**src/rtl/overture_stack_core.sv**
```systemverilog
// Overture stack core: single-cycle 8-bit-opcode accumulator machine with
// a return-address stack and valid/ready I/O through the COPY instruction.
module overture_stack_core #(
    parameter int DATA_WIDTH  = 8,
    parameter int PC_WIDTH    = 8,
    parameter int STACK_DEPTH = 4
) (
    input  logic                  clk,
    input  logic                  rst,
    output logic [PC_WIDTH-1:0]   prog_addr,
    input  logic [7:0]            prog_data,
    input  logic                  in_valid,
    output logic                  in_ready,
    input  logic [DATA_WIDTH-1:0] in_data,
    output logic                  out_valid,
    input  logic                  out_ready,
    output logic [DATA_WIDTH-1:0] out_data,
    output logic                  halted,
    output logic                  stack_err
);

    localparam int SPW   = $clog2(STACK_DEPTH + 1);
    localparam int IW    = (STACK_DEPTH > 1) ? $clog2(STACK_DEPTH) : 1;
    localparam int SLOTS = 1 << IW;

    logic [PC_WIDTH-1:0]   pc;
    logic [PC_WIDTH-1:0]   pc_inc;
    logic [PC_WIDTH-1:0]   pc_next;
    logic [PC_WIDTH-1:0]   r0_target;
    logic [DATA_WIDTH-1:0] regs [6];
    logic [PC_WIDTH-1:0]   stack [SLOTS];
    logic [SPW-1:0]        sp;
    logic [SPW-1:0]        sp_next;
    logic                  halted_next;
    logic                  err_next;

    logic [1:0] mode;
    logic [2:0] src;
    logic [2:0] op;
    logic       is_imm;
    logic       is_calc;
    logic       is_copy;
    logic       is_cond;
    logic       is_halt;
    logic       is_call;
    logic       is_ret;
    logic       stack_full;
    logic       stack_empty;

    logic [DATA_WIDTH-1:0] src_val;
    logic [DATA_WIDTH-1:0] calc_val;
    logic [DATA_WIDTH-1:0] wr_val;
    logic                  wr_en;
    logic [2:0]            wr_idx;
    logic                  io_done;
    logic                  cond_true;
    logic                  push;
    logic                  r3_zero;
    logic                  r3_neg;
    logic [IW-1:0]         push_idx;
    logic [IW-1:0]         pop_idx;

    assign mode    = prog_data[7:6];
    assign src     = prog_data[5:3];
    assign op      = prog_data[2:0];
    assign is_imm  = (mode == 2'b00);
    assign is_calc = (mode == 2'b01);
    assign is_copy = (mode == 2'b10);
    assign is_cond = (mode == 2'b11);
    assign is_halt = is_copy && (src == 3'd7) && (op == 3'd7);
    assign is_call = is_calc && (op == 3'd6);
    assign is_ret  = is_calc && (op == 3'd7);

    assign prog_addr   = pc;
    assign pc_inc      = pc + PC_WIDTH'(1);
    assign stack_full  = (sp == SPW'(STACK_DEPTH));
    assign stack_empty = (sp == '0);
    assign push_idx    = IW'(sp);
    assign pop_idx     = IW'(sp - SPW'(1));

    // Jump targets come from r0, truncated or zero-extended to the PC width
    if (PC_WIDTH <= DATA_WIDTH) begin : g_tgt_trunc
        assign r0_target = regs[0][PC_WIDTH-1:0];
    end else begin : g_tgt_ext
        assign r0_target = {{(PC_WIDTH - DATA_WIDTH){1'b0}}, regs[0]};
    end

    always_comb begin
        src_val = '0;
        case (src)
            3'd6:    src_val = in_data;
            3'd7:    src_val = '0;
            default: src_val = regs[src];
        endcase
    end

    always_comb begin
        calc_val = '0;
        case (op)
            3'd0:    calc_val = regs[1] | regs[2];
            3'd1:    calc_val = ~(regs[1] & regs[2]);
            3'd2:    calc_val = ~(regs[1] | regs[2]);
            3'd3:    calc_val = regs[1] & regs[2];
            3'd4:    calc_val = regs[1] + regs[2];
            3'd5:    calc_val = regs[1] - regs[2];
            default: calc_val = '0;
        endcase
    end

    assign r3_zero = (regs[3] == '0);
    assign r3_neg  = regs[3][DATA_WIDTH-1];

    always_comb begin
        cond_true = 1'b0;
        case (op)
            3'd0: cond_true = 1'b0;
            3'd1: cond_true = r3_zero;
            3'd2: cond_true = r3_neg;
            3'd3: cond_true = r3_neg || r3_zero;
            3'd4: cond_true = 1'b1;
            3'd5: cond_true = !r3_zero;
            3'd6: cond_true = !r3_neg;
            3'd7: cond_true = !r3_neg && !r3_zero;
            default: cond_true = 1'b0;
        endcase
    end

    // Handshakes are purely combinational; reset and halt mask them
    always_comb begin
        in_ready  = 1'b0;
        out_valid = 1'b0;
        out_data  = '0;
        if (is_copy && !halted && !rst) begin
            in_ready  = (src == 3'd6) && ((op != 3'd6) || out_ready);
            out_valid = (op == 3'd6) && ((src != 3'd6) || in_valid);
            out_data  = out_valid ? src_val : '0;
        end
    end

    assign io_done = ((src != 3'd6) || (in_valid && in_ready)) &&
                     ((op != 3'd6) || (out_valid && out_ready));

    always_comb begin
        pc_next     = pc;
        sp_next     = sp;
        err_next    = stack_err;
        halted_next = halted;
        push        = 1'b0;
        wr_en       = 1'b0;
        wr_idx      = op;
        wr_val      = src_val;
        if (!halted) begin
            unique case (1'b1)
                is_imm: begin
                    wr_en   = 1'b1;
                    wr_idx  = 3'd0;
                    wr_val  = DATA_WIDTH'(prog_data[5:0]);
                    pc_next = pc_inc;
                end
                is_calc: begin
                    pc_next = pc_inc;
                    if (is_call) begin
                        if (stack_full) begin
                            err_next = 1'b1;
                        end else begin
                            push    = 1'b1;
                            sp_next = sp + SPW'(1);
                            pc_next = r0_target;
                        end
                    end else if (is_ret) begin
                        if (stack_empty) begin
                            err_next = 1'b1;
                        end else begin
                            sp_next = sp - SPW'(1);
                            pc_next = stack[pop_idx];
                        end
                    end else begin
                        wr_en  = 1'b1;
                        wr_idx = 3'd3;
                        wr_val = calc_val;
                    end
                end
                is_copy: begin
                    if (is_halt) begin
                        halted_next = 1'b1;
                    end else if (io_done) begin
                        wr_en   = (op < 3'd6);
                        wr_idx  = op;
                        wr_val  = src_val;
                        pc_next = pc_inc;
                    end
                end
                is_cond: begin
                    pc_next = cond_true ? r0_target : pc_inc;
                end
                default: begin
                    pc_next = pc;
                end
            endcase
        end
    end

    always_ff @(posedge clk) begin
        if (rst) begin
            pc        <= '0;
            sp        <= '0;
            halted    <= 1'b0;
            stack_err <= 1'b0;
            for (int i = 0; i < 6; i++) begin
                regs[i] <= '0;
            end
        end else begin
            pc        <= pc_next;
            sp        <= sp_next;
            halted    <= halted_next;
            stack_err <= err_next;
            if (wr_en) begin
                regs[wr_idx] <= wr_val;
            end
        end
    end

    // Stack storage needs no reset: entries above sp are never read
    always_ff @(posedge clk) begin
        if (push && !rst) begin
            stack[push_idx] <= pc_inc;
        end
    end

endmodule

```
**config.mk**
```make
export PLATFORM = sky130hd
export DESIGN_NAME = overture_stack_core
export DESIGN_NICKNAME = d
export VERILOG_FILES = /design/src/rtl/overture_stack_core.sv
export SDC_FILE = /design/constraint.sdc
export NUM_CORES = 1
export LEC_CHECK = 0
export BUFFER_PORTS_ARGS = -buffer_cell sky130_fd_sc_hd__buf_2
export CAP_MARGIN = 40
export CORE_UTILIZATION = 45
export DETAILED_ROUTE_END_ITERATION = 12
export GPL_ROUTABILITY_DRIVEN = 0
export PLACE_DENSITY = 0.74
export SYNTH_ARGS = -nofsm -noshare
export SYNTH_HDL_FRONTEND = slang
export SYNTH_SLANG_ARGS = --single-unit
```
**constraint.sdc**
```tcl
create_clock -name clk -period 3.2 [get_ports clk]
set_input_delay 0.32 -clock clk [delete_from_list [all_inputs] [get_ports clk]]
set_output_delay 0.32 -clock clk [all_outputs]
set_load 0.02 [all_outputs]
```
After elaboration in Yosys (flattened, before gate mapping)

Memory sizes are Yosys's and may differ from the RTL's.
Index checks and enable logic that the tools add are counted.

Add/subtract/negate cells: 5
Order comparisons: 1
Eq/ne operators: 20
Multiplexer cells: 54
Bitwise gates (word level): 5
Reduce and logical (&&, ||, !) cells: 33

Operators by type and width:

| cell                                                                   | count |
|---|---|
| 8-bit two-way mux                                                      | 13 |
| 8-bit case mux with 6 select lines                                     | 1 |
| 8-bit case mux with 2 select lines                                     | 2 |
| 8-bit case mux with 4 select lines                                     | 1 |
| 1-bit two-way mux                                                      | 26 |
| 3-bit two-way mux                                                      | 8 |
| 3-bit equality test (second input constant)                            | 7 |
| 8-bit NOT                                                              | 2 |
| 1-bit logical AND                                                      | 13 |
| 5-bit AND reduction                                                    | 2 |
| 8-bit by 1-bit adder with 8-bit output (second input constant)         | 1 |
| 8-bit adder                                                            | 1 |
| 8-bit bitwise AND                                                      | 1 |
| 8-bit zero test                                                        | 1 |
| 8-bit OR                                                               | 1 |
| 1-bit case mux with 8 select lines                                     | 1 |
| 8-bit OR reduction                                                     | 1 |
| 8-bit subtractor                                                       | 1 |
| 3-bit by 2-bit equality test with 1-bit output (second input constant) | 2 |
| 3-bit zero test                                                        | 2 |
| 2-bit != test (second input constant)                                  | 3 |
| 3-bit != test (second input constant)                                  | 2 |
| 3-bit case mux with 2 select lines                                     | 1 |
| 1-bit logical OR                                                       | 5 |
| other kinds (14)                                                       | 20 |

Register bits: 13
Memory bits (writable): 80
Output and inout bits: 20
Memories: 2

Memory list:

| memory | words | width | rd ports | clocked after Yosys merged registers in | write ports | RTL line | RTL |
|---|---|---|---|---|---|---|---|
| regs   | 6     | 8     | 5        | 0                                       | 6           | 30       | `logic [DATA_WIDTH-1:0] regs [6];` |
| stack  | 4     | 8     | 1        | 0                                       | 1           | 31       | `logic [PC_WIDTH-1:0] stack [SLOTS];` |

Depth between registers and ports, before layout

Gate-level depths: netlist (run 1).

Depth in word-level cells: 16
Mapped depth: 11
Gate-level depth less buffers: 11

Worst setup path after synthesis (run 1)

Ideal clock, no wire load.

Kind: input-to-reg
From: input prog_data[1]
To: memory regs[0][6], data pin
Setup time: 270 ps
Arrival time: 2499 ps
Setup slack: 431 ps
Cell stages on the path: 11
Path through: and3b_1 clkbuf_1 nor2_1 xnor2_1 ha_1 nor2b_1 o31a_1 o21a_1 or3_1 a31oi_1 nor2_1

RTL lines:

| item               | RTL line | RTL |
|---|---|---|
| start: declaration | 11       | `input logic [7:0] prog_data,` |
| end: declaration   | 30       |  |

==> reports/summary.md, run 1 <==
- final-report hold violation count: 0
- final-report setup violation count: 0
- Setup TNS Final: 0 ns
- CTS tree: done
- count of clock tree sinks: 93
- most common cell after layout, fill and taps aside: nor2_1
- standby leakage power: 2.45 nW
- cells after synthesis: 528
- largest net degree at the start of global routing: 25
- nets: 615
- part of the cycle the worst path needs: 0.927
- average size of a mapped cell: 10.6 um^2
- R2R Setup Slk: 0.23 ns
- count of unique library cells instantiated by Yosys: 63
- CTS HTree Levels: 3
- number of global-route vias before repair: 4397
- Die Area: 0.0129 mm^2
- Largest stage delay, worst path: 0.42 ns
- average wire per cell in the routed design: 21.3 um
- Max clock buf depth: 2
- # rows: 40
- CTS Hold Buffers Added: 0
- crit path max-delay cell type: edfxtp_1
- final design area excluding fillers: 0.00642 mm^2
- number of flops mapped to enable cells by yosys: 80
- unrepaired setup endpoints after global routing: false
- CP Class: flip-flop to flip-flop
- count of unresolved DRC violations after routing: 0
- Post-synth ARST share: 0
- Initial Util: 0.465
- worst-case vdd ir drop: 0.000240 V
- critical path required time: 3.29 ns
- overall power of the completed layout: 3.03 mW
- Top-Level Pins: 40
- total global routing overflow: 0
- Pre-antenna DRT Iters: 5
- CTS Root Buffer Type: clkbuf_16
- CORE AREA: 0.0121 mm^2
- count of placed standard cells in the final layout, fillers left out: 750
- number of DRC markers in iteration 0: 528
- overall die width: 114 um
- Most used DFF post-synth: edfxtp_1
- count of buffers from port buffering: 39
- post-synth design cell area: 0.00561 mm^2
- final count of pins violating max slew: 0
- Seq/Total Area, Yosys: 0.475
- commonest non-fill, non-tap cells in the layout: nor2_1, edfxtp_1, buf_2, nand2_1, buf_4
- slew of the pin with the lowest slew margin: 0.616 ns
- clock input transition at the sequential cells of the worst setup and hold paths: 0.07 ns
- max frequency: 337 MHz
- GRT Total Usage: 0.256
- largest fanout on the critical path: 6
- WP buf/inv: 2
- chain of cells forming the critical path: inv_1 > ha_1 > nor2_1 > xnor2_1 > ha_1 > nor2b_1 > o31a_1 > o21a_1 > or3_1 > a31oi_2 > buf_4 > nor2_1
- class of the tightest hold or removal check: input port to flip-flop
- cell area power density: 472 mW/mm^2
- largest clock skew in the final design: 0.00704 ns
- outcome: finished clean
- # diodes: 0
- gate family responsible for the most delay along the worst path: compound AO/OA/AOI/OAI gates
- via/cell ratio: 6.26
- signed area change from the synthesized netlist to the final layout: 14.4%
- ANT nets after route: 0
- number of antenna violations at the first check in global routing: 0
- Placed Cells: 732
- number of flip-flops and latches in the synthesized netlist: 93
- global-route wire length before repair: 24.4 mm
- total CTS buffers: 9
- Critical Path AT: 3.06 ns
- hold slack: 0.418 ns
- final WL: 16.0 mm
- placed cell areas: 0.00609 mm^2
- kind of end point of the critical path: flip-flop
- headroom to the max-slew limit: 0.587
- final critical delay including setup and external delays: 2.97 ns
- warnings from Yosys: 0
- syn_nets: 566
- routed via count: 4694
- share of final-layout standard cells stronger than drive strength 1: 0.191
- Detail Placement HPWL: 11.6 mm
- chip height: 114 um
- insertion delay to the later sink of the worst-skew pair: 0.35 ns
- startpoint class of the critical path: flip-flop
- max-capacitance violation count: 0
==> cells by family after synthesis <==
family          count (synthesis)  synth area share
buf+inv                        49            0.0341
simple gates                  198             0.171
fa+ha+maj                      18            0.0415
compound gates                111             0.143
mux                            34            0.0970
xor+xnor                       25            0.0390
flops                          93             0.475
==> stage by stage <==
step	util	setup slack, ns
2_1_floorplan	-	0.431
3_3_place_gp	0.504	0.235
3_5_place_dp	0.505	0.201
4_1_cts	0.529	0.149
5_1_grt	0.532	0.0594
6_report	0.532	0.234
==> per-layer routing <==
| layer | GRT usage | wire length, um | vias up |
|---|---|---|---|
| met3 | 0.0531 | 1520 | 36 |
| met1 | 0.353 | 6620 | 2297 |
| li1 | - | - | 2088 |
| met5 | 0 | 0 | - |
| met4 | 0.104 | 504 | 0 |
| met2 | 0.395 | 7330 | 273 |
==> Yosys cell counts (all sizes together) (3+ instances only) <==
| master | instances | area, um^2 |
|---|---|---|
| a211oi | 3 | 22.5 |
| a21oi | 22 | 110 |
| a221o | 4 | 40.0 |
| a311oi | 4 | 35.0 |
| a31oi | 6 | 37.5 |
| and2 | 9 | 56.3 |
| and3 | 9 | 61.3 |
| buf | 7 | 33.8 |
| clkbuf | 22 | 82.6 |
| dfxtp | 13 | 260 |
| edfxtp | 80 | 2400 |
| ha | 17 | 213 |
| inv | 20 | 75.1 |
| mux2 | 3 | 33.8 |
| mux2i | 15 | 150 |
| mux4 | 16 | 360 |
| nand2 | 30 | 113 |
| nand2b | 5 | 31.3 |
| nand3 | 14 | 70.1 |
| nand3b | 4 | 30.0 |
| nor2 | 89 | 334 |
| nor2b | 4 | 25.0 |
| nor3 | 19 | 95.1 |
| o211a | 3 | 30.0 |
| o211ai | 11 | 82.6 |
| o21a | 7 | 52.6 |
| o21ai | 18 | 90.1 |
| o221ai | 4 | 35.0 |
| o22ai | 3 | 18.8 |
| o31ai | 5 | 61.3 |
| or3 | 4 | 25.0 |
| or4 | 3 | 22.5 |
| xnor2 | 17 | 149 |
| xor2 | 8 | 70.1 |
==> layout make-up <==
cell class              instances  area, um^2
well taps                     168         210
clock buffers                  10         229
fillers                      1022        5640
inverters                      20        75.1
flip-flops and latches         93        2660
repair buffers                 67         403
clock inverters                 6        65.1
multi-input cells             386        2770
==> what timing repair did <==
action	in CTS	in global routing
setup buffers	0	2
setup endpoints to repair	0	18
gates resized for setup	0	3
==> registers in the layout (all words and copies together), names as in the netlist <==
signal and flops:
sp 3, stack_err 1, stack 32, prog_addr 8, regs 48, halted 1
==> where the power goes <==
part,leakage [nW],internal (mW),switching (mW),total [mW]
sequential,0.898,1.38,0.0540,1.43
clock,0.144,0.606,0.450,1.06
combinational,1.41,0.210,0.331,0.541
total,2.45,2.19,0.835,3.03
==> final timing paths <==
| check | from | to | cells past startpoint |
|---|---|---|---|
| worst max-delay path | regs[2][1] | regs[2][6] | 12 |
| worst max register to register | regs[2][1] | regs[2][6] | 12 |
| worst min register to register | stack_err | stack_err | 2 |
| worst min-delay path | rst | prog_addr[3] | 3 |
==> worst register-to-register path, cell delays in order (launching register included) <==
cell and delay [ns]:
edfxtp_1 0.42, inv_1 0.07, ha_1 0.21, nor2_1 0.15, xnor2_1 0.15, ha_1 0.30
nor2b_1 0.16, o31a_1 0.25, o21a_1 0.18, or3_1 0.32, a31oi_2 0.27, buf_4 0.20
nor2_1 0.05
No activity file was read; power rests on OpenSTA's default activity.
==> run 2: changes to the inputs <==
- MAX_ROUTING_LAYER: unset -> met4
==> run 2 against run 1 <==
Compared with the run above: critical path depth unchanged; die area unchanged; sequential power about the same; clock power about the same; clock skew decreased by 0.0011 ns; routed wire length about the same; global-route usage increased by 0.82 points; first-iteration DRC count increased by 16%; via count decreased by 0.83%; total power about the same; critical endpoint unchanged; highest routed layer unchanged.
==> reports/summary.md, run 2 (synthesis gave the netlist of run 1 again) <==
- critical register-to-register path endpoint: regs[2][6]
- chip height: 114 um
- number of DRC markers in iteration 0: 614
- max-capacitance violation count: 0
- largest clock skew in the final design: 0.00595 ns
- Top-Level Pins: 40
- average wire per cell in the routed design: 21.3 um
- commonest non-fill, non-tap cells in the layout: nor2_1, edfxtp_1, buf_2, nand2_1, buf_4
- final-report setup violation count: 0
- highest signal layer in the routed design: met4
- overall die width: 114 um
- beginning of the worst hold path: rst
- crit path max-delay cell type: edfxtp_1
- CORE AREA: 0.0121 mm^2
- WP buf/inv: 2
- detailed-routed wire length on met3: 1.57 mm
- Critical Path AT: 3.05 ns
- final count of pins violating max slew: 0
- outcome: finished clean
- insertion delay to the later sink of the worst-skew pair: 0.34 ns
- depth of the worst hold-timing path: 3
- Placed Cells: 732
- max frequency: 338 MHz
- critical path required time: 3.29 ns
- global-route wire length before repair: 24.4 mm
- gate family responsible for the most delay along the worst path: compound AO/OA/AOI/OAI gates
- number of antenna violations at the first check in global routing: 0
- largest net degree at the start of global routing: 25
- cell area power density: 472 mW/mm^2
- count of placed standard cells in the final layout, fillers left out: 750
- Detail Placement HPWL: 11.6 mm
- GRT Total Usage: 0.264
- Clk pwr share: 0.349
- total global routing overflow: 0
- standby leakage power: 2.45 nW
- slew of the pin with the lowest slew margin: 0.652 ns
- detailed-routed wire length on met2: 7.39 mm
- most common cell after layout, fill and taps aside: nor2_1
- overall power of the completed layout: 3.03 mW
- sequential group share of total power: 0.472
- clock input transition at the sequential cells of the worst setup and hold paths: 0.07 ns
- beginning of the worst register-to-register path: regs[2][1]
- CP Class: flip-flop to flip-flop
- routed via count: 4655
- count of buffers from port buffering: 39
- hold endpoint: prog_addr[3]
- share of final-layout standard cells stronger than drive strength 1: 0.191
- unrepaired setup endpoints after global routing: false
- part of the cycle the worst path needs: 0.926
- kind of end point of the critical path: flip-flop
- sw power: 0.836 mW
- final WL: 16.0 mm
- register bank with the most flops: regs
- largest fanout on the critical path: 6
- final-report hold violation count: 0
- nets: 615
- Gate power share: 0.178
- Max clock buf depth: 2
- headroom to the max-slew limit: 0.562
- total internal power: 2.19 mW
- total CTS buffers: 9
- chain of cells forming the critical path: inv_1 > ha_1 > nor2_1 > xnor2_1 > ha_1 > nor2b_1 > o31a_1 > o21a_1 > or3_1 > a31oi_2 > buf_4 > nor2_1
- detailed-route wire length on metal 1: 6.52 mm
- worst-case vdd ir drop: 0.000239 V
- switching part of the total: 0.276
- # rows: 40
- class of the tightest hold or removal check: input port to flip-flop
- R2R Setup Slk: 0.24 ns
- final critical delay including setup and external delays: 2.96 ns
- number of cells on the worst reg-to-reg path: 12
- CTS HTree Levels: 3
- Pre-antenna DRT Iters: 5
- Setup TNS Final: 0 ns
- ANT nets after route: 0
- Die Area: 0.0129 mm^2
- CTS tree: done
- count of clock tree sinks: 93
- # diodes: 0
- number of global-route vias before repair: 4386
- startpoint class of the critical path: flip-flop
- signed area change from the synthesized netlist to the final layout: 14.4%
- via/cell ratio: 6.21
- Largest stage delay, worst path: 0.42 ns
- count of unresolved DRC violations after routing: 0
- flip-flop count of the largest register after layout: 48
- Initial Util: 0.465
- CTS Root Buffer Type: clkbuf_16
run 2: cell counts in the layout (fill, tap and decap cells not counted):
Identical to the previous run, type by type.
run 2: layout make-up:
| type | count | area [um^2] |
|---|---|---|
| fillers | 1022 | 5640 |
| multi-input cells | 386 | 2770 |
| clock buffers | 10 | 229 |
| repair buffers | 67 | 403 |
| clock inverters | 6 | 65.1 |
| flip-flops and latches | 93 | 2660 |
| well taps | 168 | 210 |
| inverters | 20 | 75.1 |
run 2: worst register-to-register path: stages (launching register included):
cell and delay [ns]:
edfxtp_1 0.42, inv_1 0.07, ha_1 0.21, nor2_1 0.16, xnor2_1 0.15, ha_1 0.29
nor2b_1 0.16, o31a_1 0.25, o21a_1 0.18, or3_1 0.32, a31oi_2 0.27, buf_4 0.19
nor2_1 0.05
run 2: worst max path at each step:
| stage | start | end | slack [ns] | cells after the start |
|---|---|---|---|---|
| after floorplan | prog_data[1] | regs[0][6] | 0.43 | 11 |
| after global placement | prog_data[1] | regs[5][6] | 0.24 | 12 |
| after detailed placement | regs[2][1] | regs[4][5] | 0.20 | 10 |
| after CTS | regs[2][1] | regs[4][5] | 0.15 | 10 |
| after global routing | regs[2][1] | regs[0][7] | 0.06 | 12 |
| final | regs[2][1] | regs[2][6] | 0.24 | 12 |
run 2: through the flow:
step / area, um^2 / hold WS (ns) / util / setup WS, ns
global placement: 6080 / 0.467 / 0.504 / 0.235
global route: 6420 / 0.433 / 0.532 / 0.0594
finish: 6420 / 0.420 / 0.532 / 0.237
floorplan: 5610 / 0.471 / - / 0.431
CTS: 6380 / 0.412 / 0.529 / 0.149
detailed placement: 6090 / 0.493 / 0.505 / 0.201
run 2: power by group through the flow:
| stage | combinational (mW) | sequential (mW) | clock (mW) |
|---|---|---|---|
| 2_1_floorplan | 0.352 | 1.44 | 0 |
| 3_3_place_gp | 0.502 | 1.45 | 0 |
| 3_5_place_dp | 0.517 | 1.46 | 0 |
| 4_1_cts | 0.521 | 1.43 | 1.06 |
| 5_1_grt | 0.583 | 1.43 | 1.11 |
| 6_report | 0.540 | 1.43 | 1.06 |
run 2: routing by layer:
layer  track usage  vias to the layer above
met5             -                        -
met3        0.0531                       39
met1         0.354                     2288
li1              -                     2086
met2         0.394                      242
met4         0.107                        0
run 2: what timing repair did:
item,in CTS,in global routing
hold buffers,0,0
gates resized for setup,0,3
endpoints found under the setup margin,0,18
setup buffers,0,2
